**src/rtl/uart_tx_frame.sv**
```systemverilog
// UART transmitter: valid/ready word intake, start/data/parity/stop framing,
// registered TX line and a one-cycle done pulse at the end of every frame.
module uart_tx_frame #(
    parameter int CLK_FRE   = 50,
    parameter int BAUD_RATE = 115200,
    parameter int DATA_BITS = 8,
    parameter int PARITY    = 0,
    parameter int STOP_BITS = 1
) (
    input  logic                 clk,
    input  logic                 rst_n,
    input  logic [DATA_BITS-1:0] tx_data,
    input  logic                 tx_valid,
    output logic                 tx_ready,
    output logic                 tx,
    output logic                 tx_busy,
    output logic                 tx_done
);

    localparam int CYCLE = CLK_FRE * 1000000 / BAUD_RATE;
    localparam int CNT_W = $clog2(CYCLE);
    localparam int BIT_W = $clog2(DATA_BITS);
    localparam logic [CNT_W-1:0] CNT_LAST  = CNT_W'(CYCLE - 1);
    localparam logic [BIT_W-1:0] BIT_LAST  = BIT_W'(DATA_BITS - 1);
    localparam logic [BIT_W-1:0] STOP_LAST = BIT_W'(STOP_BITS - 1);

    typedef enum logic [2:0] {
        S_IDLE,
        S_START,
        S_DATA,
        S_PARITY,
        S_STOP
    } state_t;

    state_t               state_q, state_d;
    logic [CNT_W-1:0]     baud_q, baud_d;
    logic [BIT_W-1:0]     bit_q, bit_d;
    logic [DATA_BITS-1:0] shift_q, shift_d;
    logic                 par_q, par_d;
    logic                 tx_q, tx_d;
    logic                 done_q, done_d;
    logic                 baud_tick;

    assign baud_tick = (baud_q == CNT_LAST);

    always_comb begin
        state_d = state_q;
        baud_d  = baud_q;
        bit_d   = bit_q;
        shift_d = shift_q;
        par_d   = par_q;
        done_d  = 1'b0;

        if (state_q != S_IDLE) begin
            baud_d = baud_tick ? '0 : baud_q + 1'b1;
        end

        case (state_q)
            S_IDLE: begin
                baud_d = '0;
                bit_d  = '0;
                if (tx_valid) begin
                    shift_d = tx_data;
                    par_d   = (PARITY == 1) ? ~^tx_data : ^tx_data;
                    state_d = S_START;
                end
            end
            S_START: begin
                if (baud_tick) begin
                    state_d = S_DATA;
                    bit_d   = '0;
                end
            end
            S_DATA: begin
                if (baud_tick) begin
                    shift_d = shift_q >> 1;
                    if (bit_q == BIT_LAST) begin
                        bit_d   = '0;
                        state_d = (PARITY != 0) ? S_PARITY : S_STOP;
                    end else begin
                        bit_d = bit_q + 1'b1;
                    end
                end
            end
            S_PARITY: begin
                if (baud_tick) begin
                    bit_d   = '0;
                    state_d = S_STOP;
                end
            end
            S_STOP: begin
                if (baud_tick) begin
                    if (bit_q == STOP_LAST) begin
                        state_d = S_IDLE;
                        done_d  = 1'b1;
                    end else begin
                        bit_d = bit_q + 1'b1;
                    end
                end
            end
            default: state_d = S_IDLE;
        endcase
    end

    // Line level follows the state being entered so tx changes on the same edge.
    always_comb begin
        tx_d = 1'b1;
        case (state_d)
            S_START:  tx_d = 1'b0;
            S_DATA:   tx_d = shift_d[0];
            S_PARITY: tx_d = par_d;
            default:  tx_d = 1'b1;
        endcase
    end

    always_ff @(posedge clk) begin
        if (!rst_n) begin
            state_q <= S_IDLE;
            baud_q  <= '0;
            bit_q   <= '0;
            shift_q <= '0;
            par_q   <= 1'b0;
            tx_q    <= 1'b1;
            done_q  <= 1'b0;
        end else begin
            state_q <= state_d;
            baud_q  <= baud_d;
            bit_q   <= bit_d;
            shift_q <= shift_d;
            par_q   <= par_d;
            tx_q    <= tx_d;
            done_q  <= done_d;
        end
    end

    assign tx       = tx_q;
    assign tx_done  = done_q;
    assign tx_ready = (state_q == S_IDLE);
    assign tx_busy  = (state_q != S_IDLE);

endmodule

```
**config.mk**
```make
export PLATFORM = sky130hd
export DESIGN_NAME = uart_tx_frame
export DESIGN_NICKNAME = d
export VERILOG_FILES = /design/src/rtl/uart_tx_frame.sv
export SDC_FILE = /design/constraint.sdc
export NUM_CORES = 1
export LEC_CHECK = 0
export CORE_MARGIN = 8
export CORE_UTILIZATION = 29
export CTS_BUF_LIST = sky130_fd_sc_hd__clkbuf_8
export DETAILED_ROUTE_END_ITERATION = 10
export GPL_TIMING_DRIVEN = 1
export PLACE_DENSITY_LB_ADDON = 0.25
export SLEW_MARGIN = 20
export SYNTH_ARGS = -nofsm -noshare
export SYNTH_HDL_FRONTEND = slang
export SYNTH_SLANG_ARGS = --single-unit
```
**constraint.sdc**
```tcl
create_clock -name clk -period 2.2 [get_ports clk]
set_input_delay 0.44 -clock clk [delete_from_list [all_inputs] [get_ports clk]]
set_output_delay 0.44 -clock clk [all_outputs]
set_load 0.005 [all_outputs]
```
==> summary.txt <==
Cells and area
  • Nets@finish: 180
  • N_diodes: 0
  • Area growth, synth to finish: 18.2%
  • Share of cells above drive strength 1: just over 9%
  • Commonest non-fill, non-tap cell in the layout: dfxtp_1
  • # fillers: between 400 and 500
  • Final core occ: about a third
  • Most frequent cells in the layout: dfxtp_1 (25), nand2_1 (17), nor2_1 (14), clkdlybuf4s50_1 (14), xnor2_1 (12)
  • Sequential Area: 522 um^2
  • Area of the multi-input gates: approximately 780 um^2

Route
  • Drt initial violations: 43
  • Detailed Route WL: 2590 um
  • Pre-Repair DR Iteration Count: 4
  • Via density: roughly 4.8
  • Vias: around 1,000
  • DR WL/cell: 12.0 um
  • Post-route DRC violation count: 0
  • Post-route ant nets: 0

Floorplan
  • Die Wd: approximately 84 um
  • Core Region: ~0.0046 mm^2
  • Initial Util: roughly 29%
  • Row Count: 25
  • Io pins: 15
  • DIE HEIGHT: ~84 um
  • Die Area: ~0.0071 mm^2

Setup path
  • CP max stage delay: approximately 0.50 ns
  • Crit path DAT: approximately 1.7 ns
  • FF-to-FF End: bit_q[2]$_SDFFE_PN0P_
  • CP max-delay cell: clkdlybuf4s50_1
  • Worst reg2reg startpoint: baud_q[0]$_SDFFE_PP0N_
  • WS Path Type: reg -> out
  • Crit. End Element: primary output
  • Critical Path RT: between 1.5 and 2 ns
  • CP Launch Type: flip-flop
  • Cell count of the worst reg-to-reg path: 5
  • Largest fanout on the critical path: 9
  • R2R setup slack: roughly 0.33 ns
  • Cell-by-cell trace of the critical path: or3_4 > inv_2 > clkdlybuf4s50_1

Yosys
  • Synth Net Count: approximately 170
  • Seq/Total Area, Yosys: 38.6%
  • Synthesized instance count: about 150
  • Count of unique library cells instantiated by Yosys: 42
  • Post-Syn Area: 0.00135 mm^2
  • Synth warn: 0
  • Async SR Flop Fraction: 0%
  • Yosys reg bits: 26
  • EDFF count, synth: 0
  • Dominant synthesized flop cell: dfxtp_1
  • Synth Area per Inst: approximately 9.1 um^2

Clocking
  • Clk buf depth: 2
  • Post-CTS Setup Inserts: 0
  • Clock root cell: clkbuf_8
  • Clk_lat worst skew: approximately 0.26 ns
  • H-tree Lvls: 1
  • Clk sink count: 26
  • Clk slew on worst S/H paths: about 0.080 ns
  • Total CTS buffers: 3
  • CTS tree: done

Hold path
  • Hold path cells: 2
  • Critical hold path startpoint: shift_q[2]$_SDFFE_PN0P_
  • Worst Hold Class: reg -> reg
  • Hold endpoint: shift_q[2]$_SDFFE_PN0P_

Timing
  • Fin crit share: a little over nine tenths
  • Fin. max-slew vios: 0
  • Setup Viol. Count Final: 0
  • Max_slew headroom: between 70% and 80%
  • Max Fclk: 478 MHz
  • Crit path time final: about 2.1 ns
  • Fin. Hold Viols: 0
  • Setup_tns: 0 ns
  • RSZ-0062 raised after global routing: false
  • Worst Tran Pin Value: between 0.3 and 0.4 ns
  • Max Clock Skew: about 0.0019 ns
  • Final Worst Setup Slack: ~0.11 ns

Global routing
  • Global-route usage over all layers: 7.59%
  • Met3 track demand over resource: 2.61%
  • Grt met1 use: 8.38%
  • Largest net degree at the start of global routing: 18
  • Busiest grt layer: met2
  • Via count of the first global-routing pass: 1,030
  • First-pass GRT wire length: ~4500 um
  • Antenna violations before repair: 0
  • M2 GR Usage: approximately an eighth
  • Grt ovf: 0

Place
  • PortBufs: 14
  • Routability cong.: ~0.8
  • Pre-CTS WS: roughly 0.27 ns
  • Hpwl dp: roughly 2000 um

Power and ir drop
  • PD cells: between 500 and 600 mW/mm^2
  • VDD IR max: 0.210 mV
  • P_leak: 0.565 nW
  • Final Power: 0.000875 W

Run
  • Max Cap Violations: 0

Status
  • Status: finished clean
-- Yosys cell counts (2+ instances only) --
library cell	number	area, um^2
nand3b_1	2	15.0
nand2b_1	2	12.5
nor2_1	14	52.6
clkbuf_1	2	7.51
xor2_1	2	17.5
or3_1	2	12.5
o21ai_0	5	25.0
a22oi_1	6	45.0
ha_1	5	62.6
xnor2_1	12	105
dfxtp_1	26	521
nand4_1	2	12.5
buf_2	5	25.0
inv_1	4	15.0
nor2b_1	3	18.8
a21boi_0	7	52.6
nand3_1	4	20.0
nand2_1	17	63.8
a21oi_1	3	15.0
and2_1	4	25.0
-- cell families (layout without fill, tap and decap cells) --
logic type	after synthesis	count (layout)	share of synthesized area (%)
AOI/OAI and AO/OA	28	28	14.6
xor gates and xnor gates	14	14	9.09
adders and majority gates	5	5	4.64
buffers and inverters	12	25	3.80
DFF	26	26	38.6
muxes	1	1	0.835
and+or+nand+nor	63	63	28.5
-- repair_timing --
action,CTS,global route
setup endpoints to repair,1,1
hold buffers,0,0
resized for setup,1,1
-- how the worst max path moves through the flow --
stage	to	from	depth (start not counted)
after global placement	tx_ready	state_q[2]$_SDFF_PN0_	3
after detailed placement	shift_q[3]$_SDFFE_PN0P_	tx_valid	6
final	tx_ready	state_q[0]$_SDFF_PN0_	3
after CTS	tx_ready	state_q[2]$_SDFF_PN0_	3
after floorplan	bit_q[2]$_SDFFE_PN0P_	baud_q[0]$_SDFFE_PP0N_	5
after global routing	tx_ready	state_q[0]$_SDFF_PN0_	3
-- registers in the layout (all words and copies together), names as in the netlist --
name,cells
baud_q,9
bit_q,3
par_q,1
shift_q,8
state_q,3
tx,1
tx_done,1
-- worst max-delay path, delay by kind of cell (launching register included) --
family,cells,cell delay [ns]
DFF,1,0.39
buffers and inverters,2,0.57
and+or+nand+nor,1,0.43
-- where the power goes --
| group | leakage (nW) | switching [W] | internal [W] |
|---|---|---|---|
| logic | 0.331 | 0.0000509 | 0.0000648 |
| registers | 0.212 | 0.0000109 | 0.000487 |
| clock network | 0.0216 | 0.000139 | 0.000123 |
| total | 0.565 | 0.000201 | 0.000674 |
-- per-stage QoR --
| step | hold slack [ns] | cell area [um^2] | std cells |
|---|---|---|---|
| floorplan | 0.429 | 1350 | 149 |
| global placement | 0.444 | 1550 | 213 |
| detailed placement | 0.462 | 1550 | 213 |
| CTS | 0.474 | 1590 | 216 |
| global route | 0.503 | 1590 | 216 |
| finish | 0.469 | 1590 | 216 |
-- final cells by class --
class                           instances  area share (%)
Multi-Input combinational cell        111            49.1
Timing Repair Buffer                   17            10.2
Clock buffer                            3            2.59
Tap cell                               54            4.24
Inverter                                5            1.18
Sequential cell                        26            32.7
-- routing by layer --
metal | vias to the layer above | share of wire (%) | wire (um)
li1 | 543 | - | -
met1 | 479 | 46 | 1200
met2 | 20 | 46 | 1190
met3 | 4 | 5.9 | 154
met4 | 0 | 1.8 | 46
met5 | - | 0 | 0
No activity file was read; power rests on OpenSTA's default activity.
